===== config.mk =====
export PLATFORM = sky130hd
export DESIGN_NAME = data_cache
export DESIGN_NICKNAME = d
export VERILOG_FILES = /design/src/rtl/data_cache.sv
export SDC_FILE = /design/constraint.sdc
export NUM_CORES = 2
export LEC_CHECK = 0
export BUFFER_PORTS_ARGS = -buffer_cell sky130_fd_sc_hd__buf_4
export CAP_MARGIN = 5
export CORE_MARGIN = 2
export CORE_UTILIZATION = 60
export DETAILED_ROUTE_END_ITERATION = 7
export PLACE_DENSITY = 0.77
export SETUP_SLACK_MARGIN = 0.2
export SYNTH_ARGS = -nofsm -noshare
export SYNTH_HDL_FRONTEND = slang
export SYNTH_SLANG_ARGS = --single-unit

===== constraint.sdc =====
create_clock -name clk -period 5.9 [get_ports clk]
set_clock_uncertainty 0.1 [all_clocks]
set_input_delay 0.59 -clock clk [delete_from_list [all_inputs] [get_ports clk]]
set_output_delay 0.59 -clock clk [all_outputs]
set_load 0.005 [all_outputs]

===== src/rtl/data_cache.sv =====
// Direct-mapped, write-through, write-no-allocate data cache in front of main_memory.
// Read hits return combinationally; misses refill a full 4-word line over the block port.
`timescale 1ns/1ps
module data_cache #(
  parameter int add_width  = 10,
  parameter int data_width = 32,
  parameter int num_lines  = 16
) (
  input  logic                    clk,
  input  logic                    rst_n,
  input  logic [add_width-1:0]    cpu_add,
  input  logic                    cpu_read,
  input  logic                    cpu_write,
  input  logic [data_width-1:0]   cpu_write_data,
  output logic [data_width-1:0]   cpu_read_data,
  output logic                    stall,
  output logic [add_width-1:0]    mem_add,
  output logic [data_width-1:0]   mem_write_data,
  output logic                    mem_read,
  output logic                    mem_write,
  input  logic [4*data_width-1:0] mem_read_data,
  input  logic                    ready_to_read,
  input  logic                    finished_writing
);
  localparam int IDX_W  = $clog2(num_lines);
  localparam int TAG_W  = add_width - IDX_W - 2;
  localparam int LINE_W = 4 * data_width;

  typedef enum logic [2:0] {IDLE, RD_MEM, RD_FILL, WR_MEM, WR_DONE} state_t;

  state_t                state_q;
  logic [1:0]            beat_q;
  logic [num_lines-1:0]  valid_q;
  logic [TAG_W-1:0]      tag_q  [num_lines];
  logic [LINE_W-1:0]     line_q [num_lines];
  logic [add_width-1:0]  req_add_q;
  logic [data_width-1:0] req_data_q;
  logic                  mem_read_q;
  logic                  mem_write_q;

  logic [1:0]            cpu_off;
  logic [IDX_W-1:0]      cpu_idx;
  logic [TAG_W-1:0]      cpu_tag;
  logic [1:0]            req_off;
  logic [IDX_W-1:0]      req_idx;
  logic [TAG_W-1:0]      req_tag;
  logic                  cpu_hit;
  logic                  req_hit;
  logic [data_width-1:0] rd_word;

  assign cpu_off = cpu_add[1:0];
  assign cpu_idx = cpu_add[IDX_W+1:2];
  assign cpu_tag = cpu_add[add_width-1:IDX_W+2];
  assign req_off = req_add_q[1:0];
  assign req_idx = req_add_q[IDX_W+1:2];
  assign req_tag = req_add_q[add_width-1:IDX_W+2];

  assign cpu_hit = valid_q[cpu_idx] && (tag_q[cpu_idx] == cpu_tag);
  assign req_hit = valid_q[req_idx] && (tag_q[req_idx] == req_tag);

  assign mem_add        = req_add_q;
  assign mem_write_data = req_data_q;
  assign mem_read       = mem_read_q;
  assign mem_write      = mem_write_q;

  always_comb begin
    rd_word = '0;
    for (int w = 0; w < 4; w++) begin
      if (cpu_off == w[1:0]) rd_word = line_q[cpu_idx][w*data_width +: data_width];
    end
  end

  // A store holds the CPU until the memory confirms it; a read only stalls on a miss.
  always_comb begin
    stall         = 1'b1;
    cpu_read_data = '0;
    case (state_q)
      IDLE: begin
        if (cpu_write) begin
          stall = 1'b1;
        end else if (cpu_read) begin
          stall = !cpu_hit;
          if (cpu_hit) cpu_read_data = rd_word;
        end else begin
          stall = 1'b0;
        end
      end
      WR_DONE: stall = !finished_writing;
      default: stall = 1'b1;
    endcase
  end

  always_ff @(posedge clk or negedge rst_n) begin
    if (!rst_n) begin
      state_q     <= IDLE;
      beat_q      <= 2'd0;
      valid_q     <= '0;
      req_add_q   <= '0;
      req_data_q  <= '0;
      mem_read_q  <= 1'b0;
      mem_write_q <= 1'b0;
    end else begin
      case (state_q)
        IDLE: begin
          beat_q <= 2'd0;
          if (cpu_write) begin
            req_add_q   <= cpu_add;
            req_data_q  <= cpu_write_data;
            mem_write_q <= 1'b1;
            state_q     <= WR_MEM;
          end else if (cpu_read && !cpu_hit) begin
            req_add_q  <= {cpu_add[add_width-1:2], 2'b00};
            mem_read_q <= 1'b1;
            state_q    <= RD_MEM;
          end
        end
        RD_MEM: begin
          beat_q <= beat_q + 2'd1;
          if (beat_q == 2'd3) begin
            mem_read_q <= 1'b0;
            state_q    <= RD_FILL;
          end
        end
        RD_FILL: begin
          beat_q <= 2'd0;
          if (ready_to_read) begin
            valid_q[req_idx] <= 1'b1;
            state_q          <= IDLE;
          end else begin
            // Memory counter out of step: replay the full 4-cycle strobe.
            mem_read_q <= 1'b1;
            state_q    <= RD_MEM;
          end
        end
        WR_MEM: begin
          beat_q <= beat_q + 2'd1;
          if (beat_q == 2'd3) begin
            mem_write_q <= 1'b0;
            state_q     <= WR_DONE;
          end
        end
        WR_DONE: begin
          beat_q <= 2'd0;
          if (finished_writing) begin
            state_q <= IDLE;
          end else begin
            mem_write_q <= 1'b1;
            state_q     <= WR_MEM;
          end
        end
        default: state_q <= IDLE;
      endcase
    end
  end

  // Line data and tags carry no reset; valid bits alone decide whether they are used.
  always_ff @(posedge clk) begin
    if (state_q == RD_FILL && ready_to_read) begin
      tag_q[req_idx]  <= req_tag;
      line_q[req_idx] <= mem_read_data;
    end else if (state_q == WR_DONE && finished_writing && req_hit) begin
      for (int w = 0; w < 4; w++) begin
        if (req_off == w[1:0]) line_q[req_idx][w*data_width +: data_width] <= req_data_q;
      end
    end
  end

endmodule


Word-level counts from Yosys, hierarchy flattened
Memories as Yosys holds them, arrays and structs flattened.
Cells that the tools add are included.
{"block": "totals", "regBits": 65, "ram_bits": 2112, "inputBits": 176, "out_inout_bits": 77, "wordCells": 120, "mem_count": 2}
{"block": "op_classes", "addsub": 1, "order_cmp": 3, "eq_ne": 21, "n_mux": 57, "n_bitwise": 5, "n_reduce_logical": 24}
{"name": "line_q", "words": 16, "width": 128, "read_ports": 1, "rd_clocked_by_memory_dff": 0, "write_ports": 1, "line_no": "35", "rtl": "logic [LINE_W-1:0] line_q [num_lines];"}
{"name": "tag_q", "words": 16, "width": 4, "read_ports": 2, "rd_clocked_by_memory_dff": 0, "write_ports": 1, "line_no": "34", "rtl": "logic [TAG_W-1:0] tag_q [num_lines];"}
{"cell": "two-way mux 32 bit", "count": 12}
{"cell": "two-way mux 1 bit", "count": 30}
{"cell": "two-way mux 10 bit", "count": 2}
{"cell": "bitwise OR 16 bit", "count": 1}
{"cell": "case mux 3 bit (5 select lines)", "count": 1}
{"cell": "inequality test 2 bit (second input constant)", "count": 7}
{"cell": "two-way mux 3 bit", "count": 4}
{"cell": "== test 2 bit (second input constant)", "count": 5}
{"cell": "< comparator 4 x 5 -> 1 bit (second input constant)", "count": 2}
{"cell": "binary-select mux 1 bit (select 4 bit)", "count": 2}
{"cell": "== test 4 bit", "count": 2}
{"cell": "logical AND 1 bit", "count": 7}
{"cell": "== test 3 x 2 -> 1 bit (second input constant)", "count": 2}
{"cell": "case mux 1 bit (3 select lines)", "count": 2}
{"cell": "AND reduction 2 bit", "count": 3}
{"cell": "nonzero test 3 bit", "count": 2}
{"cell": "AND reduction 5 bit", "count": 1}
{"cell": "demux 1 bit (select 4 bit)", "count": 1}
{"cell": "== test 2 x 1 -> 1 bit (second input constant)", "count": 2}
{"cell": "greater-or-equal comparator 4 x 1 -> 1 bit (second input constant)", "count": 1}
{"cell": "zero test 2 bit", "count": 2}
{"cell": "bitwise OR 1 bit", "count": 4}
{"cell": "case mux 2 bit (2 select lines)", "count": 1}
{"cell": "AND reduction 4 bit", "count": 1}
{"cell": "12 further kinds", "count": 14}

Logic depth before layout (Yosys ltp)
{"block": "depth", "word_depth": 9, "depth_mapped": 13, "mapped_depth_nobuf": 7}

Worst setup path after synthesis
OpenSTA, ideal clock, no wires.
{"block": "synth_path", "path_kind": "register to register", "start": "register req_add_q[2] (netlist: mem_add[2])", "end": "memory line_q[10][32] in the netlist's numbering (enable)", "setup_time_ns": 0.432, "t_arrival_ns": 4.155, "required_ns": 5.368, "slack_ns": 1.213, "stages_incl_launch_ff": 12, "path_buffers": 4, "synth_period_minus_slack_ns": 4.687, "path_cell_list": "dfrtp_1 > buf_6 > mux4_1 > mux4_2 > xnor2_2 > o41ai_2 > nor2_2 > nand4b_1 > buf_2 > buf_6 > buf_2 > a21oi_1"}
{"block": "synth_between", "elab_chain_len": 8, "word_cells_on_any_way": 10, "classes_between": "eq/ne (1); mux (5); bitwise (1); reduce/logical (2); memory (1)"}
{"element": "start, declared", "line_no": "36", "rtl": "logic [add_width-1:0] req_add_q;"}
{"element": "start signal, assigned", "line_no": "107", "rtl": "req_add_q <= cpu_add;"}
{"element": "start signal, assigned", "line_no": "112", "rtl": "req_add_q <= {cpu_add[add_width-1:2], 2'b00};"}
{"element": "memory read (16 x 4 bit) or binary-select mux 1 bit (select 4 bit) (tied branches)"}
{"element": "== test 4 bit or two-way mux 1 bit (tied branches)", "line_no": "59", "rtl": "assign req_hit = valid_q[req_idx] && (tag_q[req_idx] == req_tag);"}
{"element": "logical AND 1 bit", "line_no": "59"}
{"element": "logical AND 1 bit", "line_no": "161", "rtl": "end else if (state_q == WR_DONE && finished_writing && req_hit) begin"}
{"element": "two-way mux 1 bit", "line_no": "161"}
{"element": "two-way mux 1 bit", "line_no": "158", "rtl": "if (state_q == RD_FILL && ready_to_read) begin"}
{"element": "two-way mux 1 bit (not written as such)", "line_no": "163", "rtl": "if (req_off == w[1:0]) line_q[req_idx][w*data_width +: data_width] <= req_data_q;"}
{"element": "bitwise OR 1 bit (no line)"}
{"element": "end, declared", "line_no": "35"}
Parallel ways exist; a longest one is shown, timed or not. The select of a mux whose other input is x is not followed.

Final worst setup path
{"block": "layout_path", "start": "register req_add_q[2] (netlist: mem_add[2])", "end": "memory line_q[10][42] in the netlist's numbering (enable)"}
Same word-level chain as after synthesis.

==> impl_metrics.py <==
metrics = {
    "clock_tree": {
        "clock_latency_ns": 0.85,
        "cts_setup_buffers": 0,
        "clk_pin_slew_ns": 0.06,
        "clkSinkCount": 2177,
        "root_buffer": "clkbuf_16",
        "htree_num_levels": 4,
        "cts_tree": "built",
        "cts_buffers": 205,
        "cts_max_path_buffers": 3,
    },
    "timing": {
        "fmax_mhz": 188.4,
        "fin_ws_ns": 0.5917,
        "fin_crit_sh_pct": 89.97,
        "slew_viol_final": 0,
        "worstMarginPinSlew_ns": 1.227,
        "hold_viol": 0,
        "rsz0062_at_grt": "false",
        "tns_ns": 0,
        "finalCriticalPeriod_ns": 5.308,
        "setup_violations": 0,
        "relSlewSlack_pct": 18.19,
    },
    "outcome": {
        "status": "complete, no violations",
    },
    "placement": {
        "place.detailed.hpwl_mm": 128.8,
        "place.port_buffers": 252,
        "preCtsSetupSlack_ns": 0.7748,
        "place.gp.congestion": 0.8470,
        "dp_cells": 5734,
    },
    "die": {
        "start_util_pct": 60.60,
        "coreArea_um2": 141800,
        "dieArea_um2": 146200,
        "ios": 253,
        "dieHeight_um": 382.4,
        "die_x_um": 382.4,
        "row_count": 138,
    },
    "min_path": {
        "hp-start": "mem_read_data[89]",
        "hp-class": "primary input to flop",
        "hold-path-cell-count": 2,
        "holdPathEnd": "line_q[0][89]",
    },
    "logic_synthesis": {
        "synth_top_area_share_pct": 73.82,
        "avgSynthCellArea_um2": 23.29,
        "netlist_top_cells_area": "edfxtp_1 (74%), mux4_2 (18%), dfrtp_1 (1.9%)",
        "yosysTopAreaCell": "edfxtp_1",
        "ys_ff_latch": 2177,
        "synth_edf_count": 2112,
        "synth.yosys.warnings": 0,
        "ys_seq_area_share_pct": 75.72,
        "syn_nets": 3866,
        "synth_area_um2": 85910,
        "postSynthCellCount": 3689,
        "ys.flop_type": "edfxtp_1",
        "netlist-cell-type-count": 53,
        "async_reset_ff_share_pct": 2.986,
        "yosysMostFrequentCell": "edfxtp_1",
        "ys_top_cells_by_count": "edfxtp_1 (2112), mux4_2 (678), nand2_1 (133)",
    },
    "drt": {
        "drtAntennaViolNets": 0,
        "routedWlPerCell_um": 39.62,
        "drt_iter0_markers": 7292,
        "vias_per_cell": 7.107,
        "routed_wl_mm": 244.3,
        "drc": 0,
        "drt-pass1-iter-count": 5,
        "route.vias.total": 43820,
    },
    "pwr": {
        "leakage_nw": 31.36,
        "peakVddDrop_v": 0.0003778,
        "powerDensity_nw_per_um2": 358.0,
    },
    "grt": {
        "track_usage_pct": 34.11,
        "grt_pass1_vias": 44760,
        "grt_start_max_net_pins": 132,
        "grt_antenna_before_repair": 21,
        "grt_overflow": 0,
        "grt_first_pass_wirelength_mm": 341.8,
    },
    "critical_path": {
        "reg2reg_from": "mem_add[2]",
        "end_kind": "flop",
        "required_ns": 6.36,
        "r2r_setup_slack_ns": 0.59,
        "reg2reg_depth": 9,
        "startpoint_type": "flop",
        "arrival_ns": 5.76,
        "crit_type": "flop to flop",
        "r2r_end": "line_q[10][42]",
        "cp_max_fo": 23,
        "cp-startpoint": "mem_add[2]",
    },
    "final_layout": {
        "final_cell_count_no_fill": 6166,
        "finalNetCount": 4269,
        "seq_area_um2": 65050,
        "area_growth_pct": 14.36,
        "drive_above_1_share_pct": 36.78,
        "multi_input_area_um2": 20480,
        "n_fill_cell": 8026,
        "fin_util_pct": 69.30,
    },
    "job": {
        "cap_violations": 0,
    },
}
==> cells by family (layout without fill, tap and decap cells) <==
logic type,after synthesis,count (layout),synth area share (%)
flip-flops,2177,2177,75.72
multiplexers,856,856,20.28
AND/OR/NAND/NOR,268,268,1.478
buffers and inverters,228,799,1.223
AO/OA/AOI/OAI,146,146,1.145
XOR/XNOR,13,13,0.1413
adder cells (fa/ha/maj),1,1,0.01456
other,0,16,0
==> how the worst max path moves through the flow <==
stage,to,slack (ns),cells past startpoint
2_1_floorplan,line_q[10][32],1.21,11
3_3_place_gp,line_q[10][43],0.92,8
3_5_place_dp,line_q[10][43],0.77,8
4_1_cts,line_q[10][42],0.73,8
5_1_grt,line_q[10][42],0.42,9
6_report,line_q[10][42],0.59,9
==> area by class of cell <==
class,instances,area share (%)
Antenna cell,16,0.04075
Sequential cell,2177,66.21
Multi-Input combinational cell,1284,20.85
Tap cell,1890,2.407
Timing Repair Buffer,417,3.669
Clock buffer,250,5.593
Inverter,7,0.02674
Clock inverter,125,1.207
==> power breakdown <==
part / switching (mW) / leakage (nW) / total, mW / internal, mW
Sequential: 1.04 / 19.8 / 18.6 / 17.6
Combinational: 1.96 / 8.27 / 3.38 / 1.42
Clock: 5.74 / 3.29 / 13.2 / 7.45
Total: 8.75 / 31.4 / 35.2 / 26.4
==> metrics by stage <==
step	instance area, µm²	hold WS, ns	power (mW)
CTS	98200	0.04013	35.12
finish	98240	0.08875	35.17
global route	98220	0.08925	35.93
global placement	91110	0.3345	22.04
detailed placement	91110	0.3387	22.13
floorplan	85910	0.1944	20.13
==> layout by cell type (no fill, tap or decap), types with 13 or more instances in the layout <==
cell and instances:
nor2_1 25, diode_2 16, mux2_2 90, buf_4 344, dfrtp_1 65, mux2_4 30
or2_2 16, clkbuf_1 31, nor2_4 16, edfxtp_1 2112, mux2i_1 43, clkbuf_16 210
nand3_1 13, buf_12 27, nand2_1 132, dlygate4sd3_1 41, clkinv_1 43, nor2b_1 37
a21oi_4 48, mux4_2 678, a211oi_1 56, bufinv_16 19, clkinv_2 45
==> sequential cells by signal, summed over array words and instances (netlist names) <==
| register | count |
|---|---|
| mem_write | 1 |
| mem_read | 1 |
| beat_q | 2 |
| valid_q | 16 |
| mem_add | 10 |
| tag_q | 64 |
| line_q | 2048 |
| mem_write_data | 32 |
| state_q | 3 |
==> per-layer routing <==
| layer | global-route usage (%) | share of wire [%] | vias to the layer above |
|---|---|---|---|
| li1 | - | - | 16580 |
| met1 | 45.39 | 33 | 22920 |
| met2 | 51.80 | 47 | 3671 |
| met3 | 10.29 | 14 | 629 |
| met4 | 17.73 | 5.8 | 22 |
| met5 | 0 | 0.073 | - |
==> what timing repair did <==
action | 4_1_cts | 5_1_grt
resized for setup | 0 | 0
hold buffers | 41 | 0
endpoints found under the hold margin | 49 | 0
==> worst max-delay path: stages, from the launching register on <==
cell,delay [ns]
dfrtp_1,1.00
buf_4,0.34
mux4_2,0.53
xor2_1,0.17
o32ai_1,0.21
nand3_1,0.23
nand2_1,0.22
nand4b_1,0.72
a21oi_4,1.15
buf_4,0.32
Note: power is estimated with default switching activity, not from simulation.
